File: src/rtl/mersenne_sweep_ctrl_pkg.sv
`default_nettype none
// ============================================================================
// Package     : mersenne_pkg
// Description : Shared definitions for the Mersenne exponent sweep controller:
//               FSM state encodings, result source codes, the trial-division
//               divisor table, the result record layout and a constant-divisor
//               divisibility helper.
// Revision    : 1.0 - initial release
// ============================================================================
package mersenne_pkg;

   // Sweep controller states
   typedef logic [2:0] state_t;
   localparam state_t ST_IDLE   = 3'd0;
   localparam state_t ST_FILTER = 3'd1;
   localparam state_t ST_LAUNCH = 3'd2;
   localparam state_t ST_WAIT   = 3'd3;
   localparam state_t ST_PUSH   = 3'd4;
   localparam state_t ST_FINISH = 3'd5;

   // Result source codes
   localparam logic [1:0] SRC_LL        = 2'd0;
   localparam logic [1:0] SRC_COMPOSITE = 2'd1;
   localparam logic [1:0] SRC_TIMEOUT   = 2'd2;
   localparam logic [1:0] SRC_DIRECT    = 2'd3;

   // Primes up to sqrt(255); entry 0 is the first divisor tried.
   localparam int NUM_DIVISORS = 6;
   localparam logic [NUM_DIVISORS-1:0][3:0] C_DIVISORS =
      {4'd13, 4'd11, 4'd7, 4'd5, 4'd3, 4'd2};

   // One outcome record (27 bits)
   typedef struct packed {
      logic [7:0]  exponent;
      logic        prime;
      logic [1:0]  src;
      logic [15:0] cycles;
   } result_t;

   localparam int RESULT_W = $bits(result_t);

   // Divisibility by the divisor at table position idx. Each branch is a
   // modulo by a constant, so no general divider is built.
   function automatic logic divides(input logic [7:0] p, input logic [2:0] idx);
      case (idx)
         3'd0:    divides = ((p % 8'd2)  == 8'd0);
         3'd1:    divides = ((p % 8'd3)  == 8'd0);
         3'd2:    divides = ((p % 8'd5)  == 8'd0);
         3'd3:    divides = ((p % 8'd7)  == 8'd0);
         3'd4:    divides = ((p % 8'd11) == 8'd0);
         3'd5:    divides = ((p % 8'd13) == 8'd0);
         default: divides = 1'b0;
      endcase
   endfunction

endpackage
`default_nettype wire

File: src/rtl/mersenne_sweep_ctrl_result_fifo.sv
`default_nettype none
// ============================================================================
// Module      : mersenne_result_fifo
// Description : Synchronous FIFO for sweep result records. Power-of-two
//               depth, occupancy counter for full/empty, asynchronous
//               active-low reset that clears storage. A push while full is
//               accepted only when a pop happens in the same cycle.
// Ports       : clk, rst_n      - clock, async active-low reset
//               push, wr_data  - write request and data
//               pop            - read request (head advance)
//               rd_data        - head entry
//               full, empty    - occupancy flags
// Revision    : 1.0 - initial release
// ============================================================================
module mersenne_result_fifo #(
   parameter int DEPTH = 4,
   parameter int WIDTH = 27
) (
   input  logic             clk,
   input  logic             rst_n,
   input  logic             push,
   input  logic [WIDTH-1:0] wr_data,
   input  logic             pop,
   output logic [WIDTH-1:0] rd_data,
   output logic             full,
   output logic             empty
);

   localparam int AW = (DEPTH > 1) ? $clog2(DEPTH) : 1;

   logic [WIDTH-1:0] r_mem [DEPTH];
   logic [AW-1:0]    r_wr_ptr;
   logic [AW-1:0]    r_rd_ptr;
   logic [AW:0]      r_count;
   logic             w_push_en;
   logic             w_pop_en;

   assign empty     = (r_count == '0);
   assign full      = (r_count == (AW+1)'(DEPTH));
   assign w_pop_en  = pop && !empty;
   assign w_push_en = push && (!full || w_pop_en);
   assign rd_data   = r_mem[r_rd_ptr];

   always_ff @(posedge clk or negedge rst_n) begin
      if (!rst_n) begin
         for (int i = 0; i < DEPTH; i++) begin
            r_mem[i] <= '0;
         end
         r_wr_ptr <= '0;
         r_rd_ptr <= '0;
         r_count  <= '0;
      end else begin
         if (w_push_en) begin
            r_mem[r_wr_ptr] <= wr_data;
            r_wr_ptr        <= r_wr_ptr + AW'(1);
         end
         if (w_pop_en) begin
            r_rd_ptr <= r_rd_ptr + AW'(1);
         end
         case ({w_push_en, w_pop_en})
            2'b10:   r_count <= r_count + (AW+1)'(1);
            2'b01:   r_count <= r_count - (AW+1)'(1);
            default: r_count <= r_count;
         endcase
      end
   end

endmodule
`default_nettype wire

File: src/rtl/mersenne_sweep_ctrl.sv
`default_nettype none
// ============================================================================
// Module      : mersenne_sweep_ctrl
// Description : Walks an exponent range, rejects composite exponents with a
//               one-divisor-per-cycle trial-division prefilter, launches
//               prime exponents on the Lucas-Lehmer tester with a timeout
//               guard, and queues every outcome in a result FIFO.
// Ports       : sweep_start, cfg_first, cfg_last - sweep request and range
//               ll_start, ll_exponent              - tester launch
//               ll_done, ll_is_prime, ll_cycles    - tester completion
//               res_valid/res_ready, res_*         - result stream
//               busy, sweep_done                   - sweep status
// Revision    : 1.0 - initial release
// ============================================================================
module mersenne_sweep_ctrl
   import mersenne_pkg::*;
#(
   parameter int TIMEOUT    = 4096,
   parameter int TIMEOUT_W  = 16,
   parameter int FIFO_DEPTH = 4
) (
   input  logic        clk,
   input  logic        rst_n,
   input  logic        sweep_start,
   input  logic [7:0]  cfg_first,
   input  logic [7:0]  cfg_last,
   output logic        ll_start,
   output logic [7:0]  ll_exponent,
   input  logic        ll_is_prime,
   input  logic        ll_done,
   input  logic [15:0] ll_cycles,
   output logic        res_valid,
   input  logic        res_ready,
   output logic [7:0]  res_exponent,
   output logic        res_prime,
   output logic [1:0]  res_src,
   output logic [15:0] res_cycles,
   output logic        busy,
   output logic        sweep_done
);

   state_t               r_state;
   logic [8:0]           r_cur;       // 9 bits so that last = 255 cannot wrap
   logic [7:0]           r_last;
   logic [2:0]           r_div_idx;
   logic [TIMEOUT_W-1:0] r_tmo_cnt;
   result_t              r_rec;
   logic [7:0]           r_ll_exp;
   logic                 r_busy;
   logic                 r_sweep_done;

   logic [7:0]           w_p;
   logic [7:0]           w_div;
   logic                 w_fifo_full;
   logic                 w_fifo_empty;
   logic                 w_pop;
   logic                 w_push;
   logic [RESULT_W-1:0]  w_fifo_rdata;
   result_t              w_head;

   assign w_p   = r_cur[7:0];
   assign w_div = {4'd0, C_DIVISORS[r_div_idx]};

   // A full FIFO still takes a record when the head is popped this cycle.
   assign w_pop  = !w_fifo_empty && res_ready;
   assign w_push = (r_state == ST_PUSH) && (!w_fifo_full || w_pop);

   always_ff @(posedge clk or negedge rst_n) begin
      if (!rst_n) begin
         r_state      <= ST_IDLE;
         r_cur        <= '0;
         r_last       <= '0;
         r_div_idx    <= '0;
         r_tmo_cnt    <= '0;
         r_rec        <= '0;
         r_ll_exp     <= '0;
         r_busy       <= 1'b0;
         r_sweep_done <= 1'b0;
      end else begin
         r_sweep_done <= 1'b0;
         case (r_state)
            ST_IDLE: begin
               if (sweep_start) begin
                  r_cur     <= {1'b0, cfg_first};
                  r_last    <= cfg_last;
                  r_div_idx <= '0;
                  r_busy    <= 1'b1;
                  r_state   <= (cfg_first > cfg_last) ? ST_FINISH : ST_FILTER;
               end
            end

            ST_FILTER: begin
               if (w_p < 8'd2) begin
                  r_rec   <= '{exponent: w_p, prime: 1'b0, src: SRC_COMPOSITE, cycles: 16'd0};
                  r_state <= ST_PUSH;
               end else if (w_p == w_div) begin
                  // p equals a table divisor, so p is prime. Only p = 2
                  // (entry 0) is answered directly; M_2 = 3 is prime.
                  if (r_div_idx == 3'd0) begin
                     r_rec   <= '{exponent: w_p, prime: 1'b1, src: SRC_DIRECT, cycles: 16'd0};
                     r_state <= ST_PUSH;
                  end else begin
                     r_ll_exp <= w_p;
                     r_state  <= ST_LAUNCH;
                  end
               end else if (divides(w_p, r_div_idx)) begin
                  r_rec   <= '{exponent: w_p, prime: 1'b0, src: SRC_COMPOSITE, cycles: 16'd0};
                  r_state <= ST_PUSH;
               end else if (r_div_idx == 3'(NUM_DIVISORS - 1)) begin
                  r_ll_exp <= w_p;
                  r_state  <= ST_LAUNCH;
               end else begin
                  r_div_idx <= r_div_idx + 3'd1;
               end
            end

            ST_LAUNCH: begin
               r_tmo_cnt <= '0;
               r_state   <= ST_WAIT;
            end

            ST_WAIT: begin
               r_tmo_cnt <= r_tmo_cnt + TIMEOUT_W'(1);
               // Tester completion takes priority over a coincident timeout.
               if (ll_done) begin
                  r_rec   <= '{exponent: r_ll_exp, prime: ll_is_prime, src: SRC_LL, cycles: ll_cycles};
                  r_state <= ST_PUSH;
               end else if (r_tmo_cnt == TIMEOUT_W'(TIMEOUT - 1)) begin
                  r_rec   <= '{exponent: r_ll_exp, prime: 1'b0, src: SRC_TIMEOUT, cycles: 16'd0};
                  r_state <= ST_PUSH;
               end
            end

            ST_PUSH: begin
               if (w_push) begin
                  if (r_cur == {1'b0, r_last}) begin
                     r_state <= ST_FINISH;
                  end else begin
                     r_cur     <= r_cur + 9'd1;
                     r_div_idx <= '0;
                     r_state   <= ST_FILTER;
                  end
               end
            end

            ST_FINISH: begin
               r_sweep_done <= 1'b1;
               r_busy       <= 1'b0;
               r_state      <= ST_IDLE;
            end

            default: r_state <= ST_IDLE;
         endcase
      end
   end

   mersenne_result_fifo #(
      .DEPTH (FIFO_DEPTH),
      .WIDTH (RESULT_W)
   ) u_result_fifo (
      .clk     (clk),
      .rst_n   (rst_n),
      .push    (w_push),
      .wr_data (r_rec),
      .pop     (w_pop),
      .rd_data (w_fifo_rdata),
      .full    (w_fifo_full),
      .empty   (w_fifo_empty)
   );

   assign w_head       = w_fifo_rdata;
   assign res_valid    = !w_fifo_empty;
   assign res_exponent = w_head.exponent;
   assign res_prime    = w_head.prime;
   assign res_src      = w_head.src;
   assign res_cycles   = w_head.cycles;

   assign ll_start    = (r_state == ST_LAUNCH);
   assign ll_exponent = r_ll_exp;
   assign busy        = r_busy;
   assign sweep_done  = r_sweep_done;

endmodule
`default_nettype wire

File: config.mk
export PLATFORM = sky130hd
export DESIGN_NAME = mersenne_sweep_ctrl
export DESIGN_NICKNAME = d
export VERILOG_FILES = /design/src/rtl/mersenne_sweep_ctrl_pkg.sv /design/src/rtl/mersenne_sweep_ctrl_result_fifo.sv /design/src/rtl/mersenne_sweep_ctrl.sv
export SDC_FILE = /design/constraint.sdc
export NUM_CORES = 1
export LEC_CHECK = 0
export BUFFER_PORTS_ARGS = -buffer_cell sky130_fd_sc_hd__clkbuf_2
export CAP_MARGIN = 5
export CORE_MARGIN = 2
export CORE_UTILIZATION = 40
export DETAILED_ROUTE_END_ITERATION = 7
export GPL_ROUTABILITY_DRIVEN = 1
export PLACE_DENSITY = 0.6
export SLEW_MARGIN = 20
export SYNTH_ARGS = -nofsm -noshare
export SYNTH_HDL_FRONTEND = slang
export SYNTH_HIERARCHICAL = 1
export SYNTH_SLANG_ARGS = --single-unit
File: constraint.sdc
create_clock -name clk -period 12.4 [get_ports clk]
set_clock_uncertainty 0.15 [all_clocks]
set_input_delay 0.62 -clock clk [delete_from_list [all_inputs] [get_ports clk]]
set_output_delay 0.62 -clock clk [all_outputs]
set_load 0.005 [all_outputs]
==> PnR_summary.wiki <==
{| class="wikitable"
! Metric !! Value
|-
| Dominant synthesized flop cell || dfrtp_1
|-
| Number of cells produced by synthesis || between 1000 and 1500
|-
| Number of buffers created by CTS || 17
|-
| Total of warnings raised by yosys || 6
|-
| Area delta synth->final || 9.41%
|-
| Number of clock sinks seen by CTS || approximately 190
|-
| Clock latency of the later-clocked register in the worst-skew pair || roughly 0.44 ns
|-
| Quantity of gates resized following cts || 0
|-
| F_max || around 120 MHz
|-
| Detailed-placement wirelength estimate || 23000 µm
|-
| Worst-Margin Slew || 1.05 ns
|-
| Die span in y || 186 µm
|-
| P per Cell Area || roughly 320 nW/µm²
|-
| CTS tree || done
|-
| Detailed Route Iter0 Violations || 836
|-
| FP Rows || 66
|-
| Die outline width || approximately 190 µm
|-
| Most frequent standard cell in the layout excluding fill and tap cells || dfrtp_1
|-
| Maximum buffer depth of the clock tree || 2
|-
| Initial Util || between 40 and 50%
|-
| Count of flip-flops with a built-in enable after synthesis || 0
|-
| Worst supply voltage drop on vdd || around 0.19 mV
|-
| Final slew viol count || 0
|-
| Vias per cell || 5.78
|-
| Number of antenna diodes || 0
|-
| Net count of the finished layout || approximately 1400
|-
| Result of the run || complete, no violations
|-
| Post-synthesis average cell area || 10.2 µm²
|-
| I/O pin count || between 70 and 80
|-
| Part of the Yosys area used for sequential elements || between 30% and 40%
|-
| Register Area || between 4000 and 5000 µm²
|-
| Endpoint type of the worst setup path || flip-flop
|-
| DRT antenna net count || 0
|-
| Leakage || roughly 0.0064 µW
|-
| Async S/R FF share, synth || between 90% and 100%
|-
| Routed vias || 10300
|-
| Number of placed cells counting well taps || 1744
|-
| Time the final worst path needs with I/O delays and setup || slightly above 8 ns
|-
| Required @ worst endpoint || approximately 13 ns
|-
| Drt pass-1 iters || 5
|-
| Leading cell types in the layout, fill and taps excluded || dfrtp_1, mux2_2, nand2_1
|-
| Fraction of the cycle the final worst path needs || between 60% and 70%
|-
| Post-Layout Cell Count || ~1800
|-
| Synth Net Count || 1376
|-
| Routed wirelength normalized by instance count || ~19 µm
|-
| Maximum number of pins on one net before global-route repair || ~120
|-
| Via count of the first global-routing pass || around 9900
|-
| Hold buffer count at CTS || 0
|-
| CTS clk-pin slew, worst paths || ~0.070 ns
|-
| Data arrival time at the worst-slack endpoint || slightly above 8 ns
|-
| Setup repair after global routing missed its margin || no
|-
| Path class of the lowest-slack min-delay path || input pin to async pin
|-
| Routability congestion estimate from global placement || roughly 0.86
|-
| Full die area || between 30000 and 40000 µm²
|-
| Number of levels the H-tree was split into || 4
|-
| Antenna violations before repair || 0
|-
| Overflow left after global routing || 0
|-
| Area share of the largest cell type after synthesis || 36.2%
|-
| Largest area contributor in the netlist || dfrtp_1
|-
| Postcts setup bufs || 0
|-
| Multi-input combinational cell area || 7790 µm²
|-
| Aggregate routed wire length || 33500 µm
|-
| Clk Tree Root Cell || clkbuf_16
|-
| Relative slew slack || a little under a third
|-
| Combined area of all synthesized cells || between 10000 and 15000 µm²
|-
| Largest fanout on the critical path || 30
|-
| Total track usage || around 20%
|-
| Total power of the final layout || between 4000 and 5000 µW
|-
| Final total negative setup slack || 0 ns
|-
| Hold Fails Final Rpt || 0
|-
| # port buffers || 76
|-
| Startpoint class of the critical path || flip-flop
|-
| Final setup fails || 0
|-
| Number of fillers in the final layout || between 3000 and 4000
|-
| Synth top area cells || dfrtp_1, mux2_2, mux4_2, ha_1, nand2_1
|-
| Global-route wire length before repair || approximately 55000 µm
|-
| Worst Setup Path Type || flip-flop to flip-flop
|-
| Count of distinct cell types in the synthesized netlist || ~110
|-
| Post-synthesis register bit count || 191
|-
| Remaining routing DRC violations || 0
|-
| Share of post-route cells with drive strength above 1 || 26.5%
|-
| Max_cap viols || 0
|-
| Core area || between 30000 and 40000 µm²
|}
## kinds of logic (layout without fill, tap and decap cells)
kind of cell,Yosys count,in the layout,share of synthesized area (%)
AOI/OAI and AO/OA,331,331,18.5
xor gates and xnor gates,40,40,2.76
DFF,191,191,36.2
buffers and inverters,133,171,4.92
muxes,199,199,19.3
and+or+nand+nor,360,360,14.2
adders and majority gates,42,42,4.03
## cells in the mapped netlist (21+ instances only)
cell / n
o21ai_0: 50
dfrtp_1: 191
clkbuf_1: 30
nand2_1: 97
mux4_2: 27
nand3_1: 40
ha_1: 41
mux2i_1: 27
nor3_1: 28
a22o_1: 21
inv_1: 40
buf_2: 28
xnor2_1: 26
a21oi_1: 65
nor2_1: 64
mux2_2: 134
## power by group
| part | internal, µW | leakage, µW | total (µW) | switching, µW |
|---|---|---|---|---|
| sequential | 837 | 0.00252 | 1040 | 200 |
| clock | 325 | 0.000299 | 581 | 257 |
| combinational | 1270 | 0.00355 | 3030 | 1760 |
## metrics by stage
stage | cell area [µm²] | utilization (%) | worst slack, ns | hold slack (ns)
2_1_floorplan | 13200 | - | 5.86 | 0.174
3_3_place_gp | 13800 | 42.5 | 4.65 | 0.334
3_5_place_dp | 13800 | 42.5 | 4.38 | 0.340
4_1_cts | 14500 | 44.4 | 4.34 | 0.201
5_1_grt | 14500 | 44.4 | 3.60 | 0.224
6_report | 14500 | 44.4 | 4.26 | 0.117
## area by class of cell
cell class | count | area share [%]
Multi-Input combinational cell | 972 | 53.9
Clock buffer | 17 | 2.94
Sequential cell | 191 | 33.1
Clock inverter | 15 | 1.40
Tap cell | 442 | 3.82
Inverter | 44 | 1.14
Timing Repair Buffer | 95 | 3.68
## path summary, 6_finish.rpt
check | slack [ns] | startpoint | cells after the start | endpoint
max | 4.26 | r_cur[1]$_DFFE_PN0P_ | 25 | r_rec[18]$_DFFE_PN0P_
min | 0.12 | rst_n | 1 | u_result_fifo/r_mem[103]$_DFFE_PN0P_
max reg2reg | 4.26 | r_cur[1]$_DFFE_PN0P_ | 25 | r_rec[18]$_DFFE_PN0P_
min reg2reg | 0.35 | u_result_fifo/r_mem[67]$_DFFE_PN0P_ | 1 | u_result_fifo/r_mem[67]$_DFFE_PN0P_
max in group asynchronous | 10.25 | rst_n | 2 | u_result_fifo/r_rd_ptr[0]$_DFFE_PN0P_
min in group clk | 0.25 | ll_cycles[10] | 2 | r_rec[10]$_DFFE_PN0P_
## critical path, stage by stage, from the launching register on
cell and delay, ns:
dfrtp_1 0.32, buf_4 0.35, clkinv_1 0.66, ha_1 0.49, and4bb_2 0.29, a311oi_1 0.49, and2_1 0.38, o21ai_0 0.12
a211oi_1 0.74, ha_1 0.35, or3_1 0.13, nor3_1 0.04, a311oi_1 0.27, nand3_1 0.18, and3_1 0.31, xnor2_1 0.21
ha_1 0.21, inv_1 0.09, nor2_1 0.08, o211ai_1 0.15, a2111oi_0 0.13, a211o_1 0.34, nand4_2 0.11, nand3_2 0.13
a21oi_4 0.85, mux2_2 0.43
## per-layer routing
metal	share of wire (%)	vias to the layer above	track usage, %
met2	46	278	31.8
met1	48	5052	28.2
met3	4.5	36	3.37
met5	0	-	0
li1	-	4907	-
met4	1.2	0	4.50
## registers in the layout (all words and copies together), names as in the netlist
| name | count |
|---|---|
| r_last | 8 |
| u_result_fifo/r_mem | 108 |
| busy | 1 |
| r_div_idx | 3 |
| r_tmo_cnt | 16 |
| r_cur | 9 |
| r_state | 3 |
| ll_exponent | 8 |
| u_result_fifo/r_rd_ptr | 2 |
| sweep_done | 1 |
| u_result_fifo/r_wr_ptr | 2 |
| r_rec | 27 |
| u_result_fifo/r_count | 3 |
(Power assumes the default switching activity.)
